### config.mk
export PLATFORM = sky130hd
export DESIGN_NAME = tx_fifo_arbiter
export DESIGN_NICKNAME = d
export VERILOG_FILES = /design/src/rtl/tx_fifo_arbiter.sv
export SDC_FILE = /design/constraint.sdc
export NUM_CORES = 1
export LEC_CHECK = 0
export BUFFER_PORTS_ARGS = -buffer_cell sky130_fd_sc_hd__clkbuf_2
export CORE_ASPECT_RATIO = 0.9
export CORE_MARGIN = 2
export CORE_UTILIZATION = 30
export DETAILED_ROUTE_END_ITERATION = 12
export GPL_ROUTABILITY_DRIVEN = 0
export PLACE_DENSITY_LB_ADDON = 0.3
export SLEW_MARGIN = 15
export SYNTH_ARGS = -nofsm -noshare
export SYNTH_HDL_FRONTEND = slang
export SYNTH_SLANG_ARGS = --single-unit
### constraint.sdc
create_clock -name CLK -period 2.3 [get_ports CLK]
set_input_delay 0.46 -clock CLK [delete_from_list [all_inputs] [get_ports CLK]]
set_output_delay 0.46 -clock CLK [all_outputs]
set_load 0.03 [all_outputs]
### src/rtl/tx_fifo_arbiter.sv
// Round-robin arbiter that shares the TX FIFO write port among the ALU,
// RegFile and status byte producers, streaming each granted frame byte by byte.
module tx_fifo_arbiter #(
  parameter int unsigned DATA_WIDTH = 8
) (
  input  logic                    CLK,
  input  logic                    RST,
  input  logic                    ALU_REQ,
  input  logic [2*DATA_WIDTH-1:0] ALU_DATA,
  input  logic                    ALU_TWO_B,
  output logic                    ALU_ACK,
  input  logic                    RF_REQ,
  input  logic [DATA_WIDTH-1:0]   RF_DATA,
  output logic                    RF_ACK,
  input  logic                    ST_REQ,
  input  logic [DATA_WIDTH-1:0]   ST_DATA,
  output logic                    ST_ACK,
  input  logic                    FIFO_FULL,
  output logic [DATA_WIDTH-1:0]   FIFO_WR_DATA,
  output logic                    FIFO_WR_INC,
  output logic                    ARB_BUSY
);

  typedef enum logic [1:0] {IDLE, SEND_LO, SEND_HI} state_e;
  typedef enum logic [1:0] {SRC_ALU, SRC_RF, SRC_ST} src_e;

  state_e                state_q, state_d;
  src_e                  rr_q, rr_d;
  logic [DATA_WIDTH-1:0] hi_q, hi_d;
  logic                  two_b_q, two_b_d;
  logic [DATA_WIDTH-1:0] wr_data_q, wr_data_d;
  logic                  alu_ack_q, alu_ack_d;
  logic                  rf_ack_q, rf_ack_d;
  logic                  st_ack_q, st_ack_d;

  logic                  gnt_valid;
  src_e                  gnt_src;

  // Pick the first active requester at or after the round-robin pointer.
  always_comb begin
    gnt_valid = 1'b0;
    gnt_src   = SRC_ALU;
    unique case (rr_q)
      SRC_ALU: begin
        if (ALU_REQ)     begin gnt_valid = 1'b1; gnt_src = SRC_ALU; end
        else if (RF_REQ) begin gnt_valid = 1'b1; gnt_src = SRC_RF;  end
        else if (ST_REQ) begin gnt_valid = 1'b1; gnt_src = SRC_ST;  end
      end
      SRC_RF: begin
        if (RF_REQ)       begin gnt_valid = 1'b1; gnt_src = SRC_RF;  end
        else if (ST_REQ)  begin gnt_valid = 1'b1; gnt_src = SRC_ST;  end
        else if (ALU_REQ) begin gnt_valid = 1'b1; gnt_src = SRC_ALU; end
      end
      default: begin
        if (ST_REQ)       begin gnt_valid = 1'b1; gnt_src = SRC_ST;  end
        else if (ALU_REQ) begin gnt_valid = 1'b1; gnt_src = SRC_ALU; end
        else if (RF_REQ)  begin gnt_valid = 1'b1; gnt_src = SRC_RF;  end
      end
    endcase
  end

  // Next-state logic: grant and latch in IDLE, then stream bytes, stalling on FULL.
  // The low byte goes straight into the output register at grant time, so only
  // the high byte needs its own frame register.
  always_comb begin
    state_d   = state_q;
    rr_d      = rr_q;
    hi_d      = hi_q;
    two_b_d   = two_b_q;
    wr_data_d = wr_data_q;
    alu_ack_d = 1'b0;
    rf_ack_d  = 1'b0;
    st_ack_d  = 1'b0;
    unique case (state_q)
      IDLE: begin
        if (gnt_valid) begin
          state_d = SEND_LO;
          unique case (gnt_src)
            SRC_ALU: begin
              wr_data_d = ALU_DATA[DATA_WIDTH-1:0];
              hi_d      = ALU_DATA[2*DATA_WIDTH-1:DATA_WIDTH];
              two_b_d   = ALU_TWO_B;
              alu_ack_d = 1'b1;
              rr_d      = SRC_RF;
            end
            SRC_RF: begin
              wr_data_d = RF_DATA;
              hi_d      = '0;
              two_b_d   = 1'b0;
              rf_ack_d  = 1'b1;
              rr_d      = SRC_ST;
            end
            default: begin
              wr_data_d = ST_DATA;
              hi_d      = '0;
              two_b_d   = 1'b0;
              st_ack_d  = 1'b1;
              rr_d      = SRC_ALU;
            end
          endcase
        end
      end
      SEND_LO: begin
        if (!FIFO_FULL) begin
          if (two_b_q) begin
            state_d   = SEND_HI;
            wr_data_d = hi_q;
          end else begin
            state_d = IDLE;
          end
        end
      end
      SEND_HI: begin
        if (!FIFO_FULL) state_d = IDLE;
      end
      default: state_d = IDLE;
    endcase
  end

  // State and frame registers; reset discards any frame in flight.
  always_ff @(posedge CLK or negedge RST) begin
    if (!RST) begin
      state_q   <= IDLE;
      rr_q      <= SRC_ALU;
      hi_q      <= '0;
      two_b_q   <= 1'b0;
      wr_data_q <= '0;
      alu_ack_q <= 1'b0;
      rf_ack_q  <= 1'b0;
      st_ack_q  <= 1'b0;
    end else begin
      state_q   <= state_d;
      rr_q      <= rr_d;
      hi_q      <= hi_d;
      two_b_q   <= two_b_d;
      wr_data_q <= wr_data_d;
      alu_ack_q <= alu_ack_d;
      rf_ack_q  <= rf_ack_d;
      st_ack_q  <= st_ack_d;
    end
  end

  assign ALU_ACK      = alu_ack_q;
  assign RF_ACK       = rf_ack_q;
  assign ST_ACK       = st_ack_q;
  assign FIFO_WR_DATA = wr_data_q;
  assign ARB_BUSY     = (state_q != IDLE);
  // Write strobe is combinational on FULL so a write is never issued while full.
  assign FIFO_WR_INC  = (state_q != IDLE) && !FIFO_FULL;

endmodule

**After elaboration in Yosys (flattened, before gate mapping)**

Cells that the tools add are included.

- Reduce and logical (&&, ||, !) cells: 11
- Multiplexer cells: 39
- Equal/unequal tests: 8

Operator list:

| operator | count |
|---|---|
| 2-to-1 mux 8 bit | 4 |
| one-hot mux 8 bit (2 select lines) | 2 |
| 2-to-1 mux 1 bit | 21 |
| 2-to-1 mux 2 bit | 8 |
| != test 2 bit (second input constant) | 4 |
| one-hot mux 2 bit (2 select lines) | 2 |
| equality test 2 x 1 -> 1 bit (second input constant) | 3 |
| logical NOT 2 bit | 3 |
| one-hot mux 2 bit (3 select lines) | 1 |
| AND reduction 4 bit | 1 |
| nonzero test 2 bit | 2 |
| AND reduction 3 bit | 1 |
| equality test 2 bit (second input constant) | 1 |
| one-hot mux 1 bit (2 select lines) | 1 |
| AND reduction 2 bit | 1 |
| OR reduction 2 bit | 1 |
| logical AND 1 bit | 1 |
| logical NOT 1 bit | 1 |

- Output and inout port bits: 13
- Word-level logic and storage cells: 66
- Bits of input ports: 39
- Bits in registers: 24

**Depth between registers and ports, before layout**

Gate-level depths: netlist of run 1.

- Depth in word-level cells: 9
- Gate-level depth with buffers: 7
- Gate-level depth less buffers: 5

**Least setup slack after synthesis of run 1**

OpenSTA, ideal clock, no wires.

- Kind: input -> register
- Start point: input FIFO_FULL
- End point: register wr_data_q[0] (netlist: FIFO_WR_DATA[0])
- Arrival: 1393 ps
- Path buffers: 1
- Setup time: 128 ps
- Stages on the path: 5
- Required time: 2172 ps
- Setup slack: 779 ps
- Path through: nor4b_4 > nor2b_2 > buf_6 > a222oi_1 > nand2_1

- Word-level cells in the longest chain between the ends: 2

Ends and longest elaborated chain:

| element | line | RTL |
|---|---|---|
| start, declared | 18 | `input logic FIFO_FULL,` |
| != test 2 bit (no line) | -- |  |
| AND reduction 4 bit (no line) | -- |  |
| end signal, assigned | 136 | `wr_data_q <= wr_data_d;` |
| end, declared | 31 | `logic [DATA_WIDTH-1:0] wr_data_q, wr_data_d;` |

Every way passes these cells.
A chain may end at the register's enable or synchronous reset.

**Final worst setup path of run 1**

- Start point: register state_q[1]
- End point: output FIFO_WR_INC

- Word-level cells in the longest chain between the ends: 2

Ends and longest elaborated chain:

| element | line | RTL |
|---|---|---|
| start, declared | 27 | `state_e state_q, state_d;` |
| start signal, assigned | 132 | `state_q <= state_d;` |
| nonzero test 2 bit | 149 | `assign FIFO_WR_INC = (state_q != IDLE) && !FIFO_FULL;` |
| logical AND 1 bit | 149 |  |
| end, declared | 20 | `output logic FIFO_WR_INC,` |

Every way passes these cells.

==> results.json, run 1 <==
{
  "ys_seq_area_share_pct": 58.11,
  "placed_area_um2": 1335,
  "drive_gt1_share_pct": 44.85,
  "cap_violations": 0,
  "diodes": 0,
  "num_rows": 20,
  "max_stage_delay_ns": 0.44,
  "grtUsageMet2_pct": 21.50,
  "synth_area_um2": 1033,
  "slowest_stage": "dfrtp_1",
  "ys_ff_latch": 24,
  "grt_pass1_wl_um": 4057,
  "setup.worst_path.class": "reg -> out",
  "synth_warnings": 0,
  "drtPass1Iterations": 4,
  "cts_buffers": 3,
  "die_h_um": 59.68,
  "antenna_found_initial": 0,
  "fin_setup_tns_ns": 0,
  "maxSlewViolCount": 0,
  "postCtsSetupBuffers": 0,
  "met3_usage_pct": 4.708,
  "grt_use_total_pct": 14.00,
  "crit_arrival_ns": 1.29,
  "peakVddDrop_v": 0.0005738,
  "fill_cells": 335,
  "critPathCaptureType": "primary output",
  "required_ns": 1.84,
  "worst_r2r_path_depth": 3,
  "htreeDepth": 1,
  "synth_cell_types": 23,
  "holdBufCountCts": 0,
  "crit_family": "flip-flops",
  "rsz0062_at_grt": "no",
  "final_common_cell": "clkbuf_2",
  "post-route-drc-count": 0,
  "cts_sinks": 24,
  "clkLatencyLatePin_ns": 0.26,
  "synth_nets": 124,
  "layout.nets": 177,
  "worstPathCellList": "nor2_1, nor2_1, clkbuf_2",
  "wirelength_um": 2691,
  "areaGrowthSynthToFinish_pct": 33.17,
  "dp_hpwl_um": 1925,
  "hold_viol": 0,
  "boundaryPins": 52,
  "hold_class": "in -> async",
  "clockBufferDepth": 2,
  "fin_cells": 180,
  "ant_nets": 0,
  "die_w_um": 65.87,
  "outcome": "finished clean",
  "layout_common_cells": "clkbuf_2 (51), dfrtp_1 (24), nand2_1 (10), a22o_1 (9)",
  "skew_ns": 0.002037,
  "port_buffers": 51,
  "crit_cells": 3,
  "min_period_over_period_pct": 76.10,
  "crit_fanout": 6,
  "worstMarginPinSlew_ns": 0.6014,
  "num_vias": 906,
  "met1_usage_pct": 19.83,
  "setup_viol": 0,
  "synthCells": 85,
  "path_clk_slew_ns": 0.08,
  "drtIter0Drc": 85,
  "dp_cells": 177,
  "coreArea_um2": 3328,
  "synth.largest_area_cell": "dfrtp_1",
  "p_leak_nw": 0.7419,
  "fmax_mhz": 571.4,
  "dieArea_um2": 3931,
  "grt-busiest-layer": "met2",
  "wire_per_inst_um": 14.95,
  "grt_pass1_vias": 867,
  "cts_root_buf": "clkbuf_8",
  "path_buf_inv": 1,
  "cts_tree": "done",
  "cts-resized-gates": 0,
  "p_total_mw": 1.744,
  "powerDensity_nw_per_um2": 1267,
  "overflow": 0,
  "path_common_cell": "nor2_1",
  "initial_utilization_pct": 31.05,
  "worstSetupStartpointType": "flip-flop",
  "finalCriticalPeriod_ns": 1.750,
  "syn_area_per_cell_um2": 12.16,
  "ys_top_cells_by_area": "dfrtp_1 (58%), a222oi_1 (7.7%), a22o_1 (7.6%)",
  "relSlewSlack_pct": 59.91,
  "synth_top_area_share_pct": 58.11,
  "grt_max_degree": 25,
  "final_cell_area_um2": 1376,
  "via_per_inst": 5.033
}
## final timing paths
path | slack [ns] | endpoint | from
min in group CLK | 0.41 | FIFO_WR_DATA[4] | ALU_DATA[4]
worst min-delay path | 0.19 | two_b_q | RST
worst max register to register | 0.63 | hi_q[4] | state_q[1]
worst max-delay path | 0.55 | FIFO_WR_INC | state_q[1]
worst min register to register | 0.51 | two_b_q | two_b_q
max in group asynchronous | 1.72 | FIFO_WR_DATA[6] | RST
## worst reg2reg max path, stage by stage (launching register included)
cell and delay (ns):
dfrtp_1 0.44, nor2_1 0.32, o211a_1 0.60, a22o_1 0.25
## final cells by class
class | count | area (um^2) | share of cell area, %
clock buffer | 3 | 41.29 | 3.000
inverter | 3 | 11.26 | 0.8182
multi-input combinational | 53 | 397.9 | 28.91
sequential | 24 | 600.6 | 43.64
tap | 44 | 55.05 | 4.000
timing repair buffer | 53 | 270.3 | 19.64
## Yosys cell counts
master / instances
a21o_1: 2
a21oi_1: 3
a222oi_1: 8
a22o_1: 9
a22oi_1: 8
a31o_1: 1
and3_1: 1
buf_2: 2
buf_6: 1
clkbuf_1: 2
dfrtp_1: 24
inv_1: 2
inv_2: 1
nand2_1: 10
nand3b_1: 1
nor2_1: 3
nor2_4: 1
nor2b_1: 1
nor2b_2: 1
nor4b_4: 1
o211a_1: 1
o21ai_0: 1
o31ai_1: 1
## sequential cells by signal, indices dropped and copies added, names as in the netlist
signal / flops
ALU_ACK: 1
FIFO_WR_DATA: 8
RF_ACK: 1
ST_ACK: 1
hi_q: 8
rr_q: 2
state_q: 2
two_b_q: 1
## through the flow
step / hold slack, ns / worst slack [ns] / util, %
3_3_place_gp: 0.4849 / 0.7130 / 40.11
4_1_cts: 0.2000 / 0.5223 / 41.35
6_report: 0.1875 / 0.5498 / 41.35
2_1_floorplan: 0.1644 / 0.7792 / -
5_1_grt: 0.2334 / 0.4388 / 41.35
3_5_place_dp: 0.4895 / 0.6285 / 40.11
## report_power, final
part	switching, mW	internal [mW]	total, mW	leakage (nW)
clock	0.126	0.117	0.243	0.0216
sequential	0.100	0.582	0.682	0.309
combinational	0.524	0.294	0.819	0.411
total	0.751	0.993	1.74	0.742
## layer usage
| layer | vias up | routed length [um] |
|---|---|---|
| li1 | 435 | - |
| met3 | 0 | 255 |
| met4 | 0 | 0 |
| met2 | 44 | 1168 |
| met5 | - | 0 |
| met1 | 427 | 1267 |
## kinds of logic (layout without fill, tap and decap cells)
family	count (synthesis)	count (layout)	synth area share [%]
AOI/OAI and AO/OA	34	34	27.12
DFF	24	24	58.11
and+or+nand+nor	19	19	10.90
buffers and inverters	8	59	3.874
(Power assumes the default switching activity.)
==> run 2, diff against run 1 <==
--- a/config.mk
+++ b/config.mk
@@ -5,6 +5,7 @@
 export SDC_FILE = /design/constraint.sdc
 export NUM_CORES = 1
 export LEC_CHECK = 0
+export ABC_AREA = 1
 export BUFFER_PORTS_ARGS = -buffer_cell sky130_fd_sc_hd__clkbuf_2
 export CORE_ASPECT_RATIO = 0.9
 export CORE_MARGIN = 2
==> constraint.sdc (replaced) <==
create_clock -name CLK -period 1.45 [get_ports CLK]
set_input_delay 0.29 -clock CLK [delete_from_list [all_inputs] [get_ports CLK]]
set_output_delay 0.29 -clock CLK [all_outputs]
set_load 0.03 [all_outputs]
==> results.json, run 2 <==
{
  "yosysMostFrequentCell": "nand2_1",
  "drtPass1Iterations": 4,
  "grt_pass1_vias": 1251,
  "crit_fanout": 5,
  "slowest_stage": "dfrtp_1",
  "synth_nets": 211,
  "worstMarginPinSlew_ns": 0.6186,
  "ys_ff_latch": 24,
  "min_period_over_period_pct": 96.96,
  "layout.nets": 282,
  "outcome": "finished clean",
  "cap_violations": 0,
  "p_total_mw": 4.226,
  "diodes": 0,
  "dp_hpwl_um": 2666,
  "clkLatencyLatePin_ns": 0.27,
  "htreeDepth": 1,
  "fin_cells": 304,
  "dieArea_um2": 5160,
  "hold_class": "in -> async",
  "grt_max_degree": 25,
  "num_vias": 1347,
  "post-route-drc-count": 0,
  "synth_edf_count": 0,
  "via_per_inst": 4.431,
  "worstSetupStartpointType": "flip-flop",
  "areaGrowthSynthToFinish_pct": 39.08,
  "path_clk_slew_ns": 0.09,
  "synth_cell_types": 24,
  "peakVddDrop_v": 0.0008201,
  "critPathCaptureType": "flip-flop",
  "wire_per_inst_um": 12.45,
  "worstPathCellList": "inv_2, nand3_4, nand3_4, clkbuf_4, nand3_1, nand3_1, nand2_1, nand2_1",
  "port_buffers": 51,
  "crit_arrival_ns": 1.62,
  "synth_warnings": 0,
  "final_common_cell": "nand2_1",
  "layout_common_cells": "nand2_1 (56), clkbuf_2 (50), nand3_1 (24), dfrtp_1 (23), nor2_1 (19)",
  "maxSlewViolCount": 0,
  "synth_area_um2": 1380,
  "synth.largest_area_cell": "dfrtp_1",
  "syn_area_per_cell_um2": 8.024,
  "cts_root_buf": "clkbuf_8",
  "wirelength_um": 3784,
  "antenna_found_initial": 0,
  "ant_nets": 0,
  "setup.worst_path.class": "reg -> reg",
  "overflow": 0,
  "ys_top_cells_by_area": "dfrtp_1 (44%), nand2_1 (15%), nand3_1 (8.7%)",
  "required_ns": 1.66,
  "grt_pass1_wl_um": 5802,
  "p_leak_nw": 1.054,
  "num_rows": 23,
  "powerDensity_nw_per_um2": 2202,
  "boundaryPins": 52,
  "async_flop_share_pct": 100.0,
  "drive_gt1_share_pct": 38.84,
  "dp_cells": 286,
  "coreArea_um2": 4432,
  "initial_utilization_pct": 31.14,
  "synthTopCellsByCount": "nand2_1 (56), dfrtp_1 (24), nand3_1 (24), nor2_1 (19), inv_1 (13)",
  "fmax_mhz": 711.3,
  "holdBufCountCts": 0,
  "setup_viol": 0,
  "hold_viol": 0,
  "synth_top_area_share_pct": 43.52,
  "ys_seq_area_share_pct": 43.52,
  "die_w_um": 75.50,
  "relSlewSlack_pct": 58.76,
  "finalCriticalPeriod_ns": 1.406,
  "skew_ns": 0.002191,
  "grt_use_total_pct": 15.00,
  "max_stage_delay_ns": 0.42,
  "cts_buffers": 3,
  "clockBufferDepth": 2,
  "synth_ff_type": "dfrtp_1",
  "synthCells": 172,
  "die_h_um": 68.35,
  "cts_sinks": 24,
  "drtIter0Drc": 66,
  "cts_tree": "done"
}
## run 2: changes by cell type after synthesis, moves of 9 or more
cell / previous run / this run
nand2_1: 10 / 56
a22o_1: 9 / 0
nor2_1: 3 / 19
nand3_1: 0 / 24
inv_1: 2 / 13
nand4_1: 0 / 9
## run 2: cells by family (layout without fill, tap and decap cells)
| logic type | count (synthesis) | after routing | synth area share [%] |
|---|---|---|---|
| buffers and inverters | 21 | 90 | 7.797 |
| DFF | 24 | 24 | 43.52 |
| and+or+nand+nor | 118 | 119 | 41.98 |
| AOI/OAI and AO/OA | 9 | 9 | 6.710 |
## run 2: path summary, 6_finish.rpt
kind | startpoint | end | slack [ns] | depth (start not counted)
worst max-delay path | rr_q[1] | FIFO_WR_DATA[3] | 0.04 | 8
worst min-delay path | RST | RF_ACK | 0.01 | 1
worst max register to register | rr_q[1] | FIFO_WR_DATA[3] | 0.04 | 8
worst min register to register | hi_q[0] | hi_q[0] | 0.49 | 2
max in group asynchronous | RST | state_q[0] | 0.99 | 1
min in group CLK | ALU_DATA[11] | hi_q[3] | 0.21 | 3
## run 2: report_power, final
group | internal [mW] | total, mW | switching, mW
Combinational | 0.938 | 2.46 | 1.52
Sequential | 0.989 | 1.17 | 0.184
Clock | 0.369 | 0.592 | 0.223
## run 2: final cells by class
cell class,instances,area (um^2)
inverter,17,66.31
tap,62,77.57
clock buffer,3,41.29
fill,494,2512
timing repair buffer,69,415.4
sequential,24,601.8
clock inverter,1,30.03
multi-input combinational,128,686.9
## run 2: per-stage QoR
| stage | setup WS [ns] | TNS [ns] | area, um^2 | util, % | hold slack, ns |
|---|---|---|---|---|---|
| after floorplan | 0.1680 | 0 | 1380 | - | -0.005591 |
| after global placement | -0.03994 | -0.2783 | 1709 | 38.57 | 0.3445 |
| after detailed placement | -0.02315 | -0.1653 | 1709 | 38.57 | 0.3344 |
| after CTS | -0.0005983 | -0.0005983 | 1808 | 40.80 | 0.04216 |
| after global routing | -0.01917 | -0.02696 | 1919 | 43.31 | 0.05831 |
| final | 0.04411 | 0 | 1919 | 43.31 | 0.01356 |
## run 2: metal layers
metal | vias up | GRT usage, % | share of wire [%]
li1 | 703 | - | -
met1 | 602 | 20.49 | 49
met2 | 38 | 24.46 | 46
met3 | 4 | 3.535 | 5.1
met4 | 0 | 2.632 | 0.66
met5 | - | 0 | 0
## run 2: timing repair
action,4_1_cts,5_1_grt
setup buffers,3,10
pin swaps,1,4
resized for setup,1,4
endpoints found under the setup margin,10,20
endpoints found under the hold margin,0,0
gates cloned,0,1
## run 2: worst max-delay path: cells and delay by family, from the launching register on
family	cells	cell delay, ns
AND/OR/NAND/NOR	6	0.60
buffers and inverters	2	0.32
flip-flops	1	0.42
==> run 3, diff against run 2 <==
--- a/config.mk
+++ b/config.mk
@@ -5,7 +5,6 @@
 export SDC_FILE = /design/constraint.sdc
 export NUM_CORES = 1
 export LEC_CHECK = 0
-export ABC_AREA = 1
 export BUFFER_PORTS_ARGS = -buffer_cell sky130_fd_sc_hd__clkbuf_2
 export CORE_ASPECT_RATIO = 0.9
 export CORE_MARGIN = 2
==> results.json, run 3 (same netlist as run 1, synthesis figures left out) <==
{
  "final_cell_area_um2": 1486,
  "setup.worst_path.class": "reg -> out",
  "swShare_pct": 41.21,
  "crit_cells": 3,
  "grt_use_total_pct": 14.88,
  "clockBufferDepth": 2,
  "seqPwrFrac_pct": 36.7,
  "layout_common_cells": "clkbuf_2 (51), dfrtp_1 (22), nand2_1 (10), a22o_1 (9), a222oi_1 (8)",
  "multiInputGateArea_um2": 434.2,
  "intPower_mw": 1.779,
  "dr_wl_met3_um": 309,
  "num_rows": 20,
  "dp_hpwl_um": 2070,
  "relSlewSlack_pct": 60.14,
  "setup_viol": 0,
  "max_stage_delay_ns": 0.46,
  "finalCriticalPeriod_ns": 1.399,
  "ant_nets": 0,
  "initial_utilization_pct": 31.05,
  "cts_root_buf": "clkbuf_8",
  "dieArea_um2": 3931,
  "maxSlewViolCount": 0,
  "overflow": 0,
  "worst_r2r_path_depth": 5,
  "required_ns": 1.16,
  "coreArea_um2": 3328,
  "placed_area_um2": 1373,
  "layout.nets": 182,
  "port_buffers": 51,
  "cap_violations": 0,
  "diodes": 0,
  "outcome": "finished clean",
  "peakVddDrop_v": 0.0009672,
  "dp_cells": 180,
  "cts_sinks": 24,
  "crit_family": "flip-flops",
  "drtIter0Drc": 64,
  "drt-met1-wl_um": 1126,
  "power.net_switching_mw": 1.247,
  "num_vias": 951,
  "wirelength_um": 2741,
  "skew_ns": 0.003987,
  "via_per_inst": 5.113,
  "path_clk_slew_ns": 0.08,
  "final_core_util_pct": 44.66,
  "fill_cells": 322,
  "boundaryPins": 52,
  "clkLatencyLatePin_ns": 0.26,
  "grt_max_degree": 25,
  "rsz0062_at_grt": "yes",
  "post-route-drc-count": 0,
  "cts_buffers": 3,
  "fmax_mhz": 714.7,
  "crit_arrival_ns": 1.11,
  "critPathCaptureType": "primary output",
  "regArea_um2": 603.1,
  "worstPathCellList": "nor2_4, nor2_1, clkbuf_2",
  "top_layer": "met3",
  "htreeDepth": 1,
  "holdBufCountCts": 0,
  "powerDensity_nw_per_um2": 2036,
  "crit_fanout": 4,
  "worstMarginPinSlew_ns": 0.5979,
  "areaGrowthSynthToFinish_pct": 43.83,
  "hold_viol": 0,
  "grt_pass1_wl_um": 4429,
  "pwr-share-clk_pct": 14.2,
  "wire_per_inst_um": 14.74,
  "pwr-share-comb_pct": 49.1,
  "final_common_cell": "clkbuf_2",
  "die_h_um": 59.68,
  "antenna_found_initial": 0,
  "fin_cells": 186,
  "slowest_stage": "dfrtp_2",
  "grt_pass1_vias": 989,
  "cts_tree": "done",
  "drtPass1Iterations": 6,
  "drive_gt1_share_pct": 53.52,
  "min_period_over_period_pct": 96.49,
  "path_buf_inv": 1,
  "die_w_um": 65.87,
  "p_leak_nw": 0.7867,
  "worstSetupStartpointType": "flip-flop",
  "hold_class": "in -> async",
  "route.met2.wl_um": 1306
}
run 3: changes by cell type in the layout (fill, tap and decap cells not counted), moves of 3 or more:
cell	delta
a222oi_1	+8
nor2_1	-17
a22oi_2	+4
buf_4	-11
a22oi_1	+4
a22o_1	+9
inv_1	-11
nand3_1	-24
nand2_1	-46
nand4_1	-9
nand3_4	-3
run 3: metal layers:
| metal | vias to the layer above | GRT usage (%) |
|---|---|---|
| li1 | 448 | - |
| met5 | - | 0 |
| met1 | 450 | 18.60 |
| met2 | 53 | 25.69 |
| met3 | 0 | 5.273 |
| met4 | 0 | 1.786 |
run 3: path summary, 6_finish.rpt:
path	from	end	slack, ns
hold / removal	RST	rr_q[0]	0.02
setup reg to reg	state_q[0]	FIFO_WR_DATA[3]	0.06
min in group CLK	ALU_DATA[1]	FIFO_WR_DATA[1]	0.24
max in group asynchronous	RST	state_q[0]	1.00
setup / recovery	state_q[1]	FIFO_WR_INC	0.05
hold reg to reg	hi_q[3]	hi_q[3]	0.51
run 3: cell type report:
class	count	share of cell area (%)
sequential	24	40.57
multi-input combinational	53	29.21
timing repair buffer	58	22.05
clock buffer	4	3.704
tap	44	3.704
inverter	3	0.7576
run 3: worst reg2reg max path, stage by stage (launching register included):
cell and delay (ns):
dfrtp_2 0.41, inv_2 0.06, nor4b_4 0.33, nor2b_4 0.12, a222oi_1 0.27, nand2_1 0.09
run 3: repair_timing:
action / CTS / global route
setup endpoints to repair: 10 / 10
setup buffers: 0 / 2
gates resized for setup: 1 / 11
pin swaps: 0 / 7
run 3: metrics by stage:
step	worst slack, ns	setup TNS (ns)	hold WS [ns]	power, mW
CTS	0.01563	0	0.03481	2.935
floorplan	-0.02599	-0.2079	-0.005591	2.024
detailed placement	-0.05558	-0.2822	0.3226	2.477
global placement	0.04027	0	0.3107	2.439
global route	-0.06945	-0.2897	0.06021	3.231
finish	0.05089	0	0.02316	3.026
run 3: power by group through the flow:
stage | Combinational, mW | Sequential [mW] | Clock, mW
after global placement | 1.34 | 1.10 | 0
final | 1.49 | 1.11 | 0.430
after CTS | 1.39 | 1.10 | 0.449
after detailed placement | 1.38 | 1.10 | 0
after floorplan | 0.700 | 1.32 | 0
after global routing | 1.61 | 1.14 | 0.484
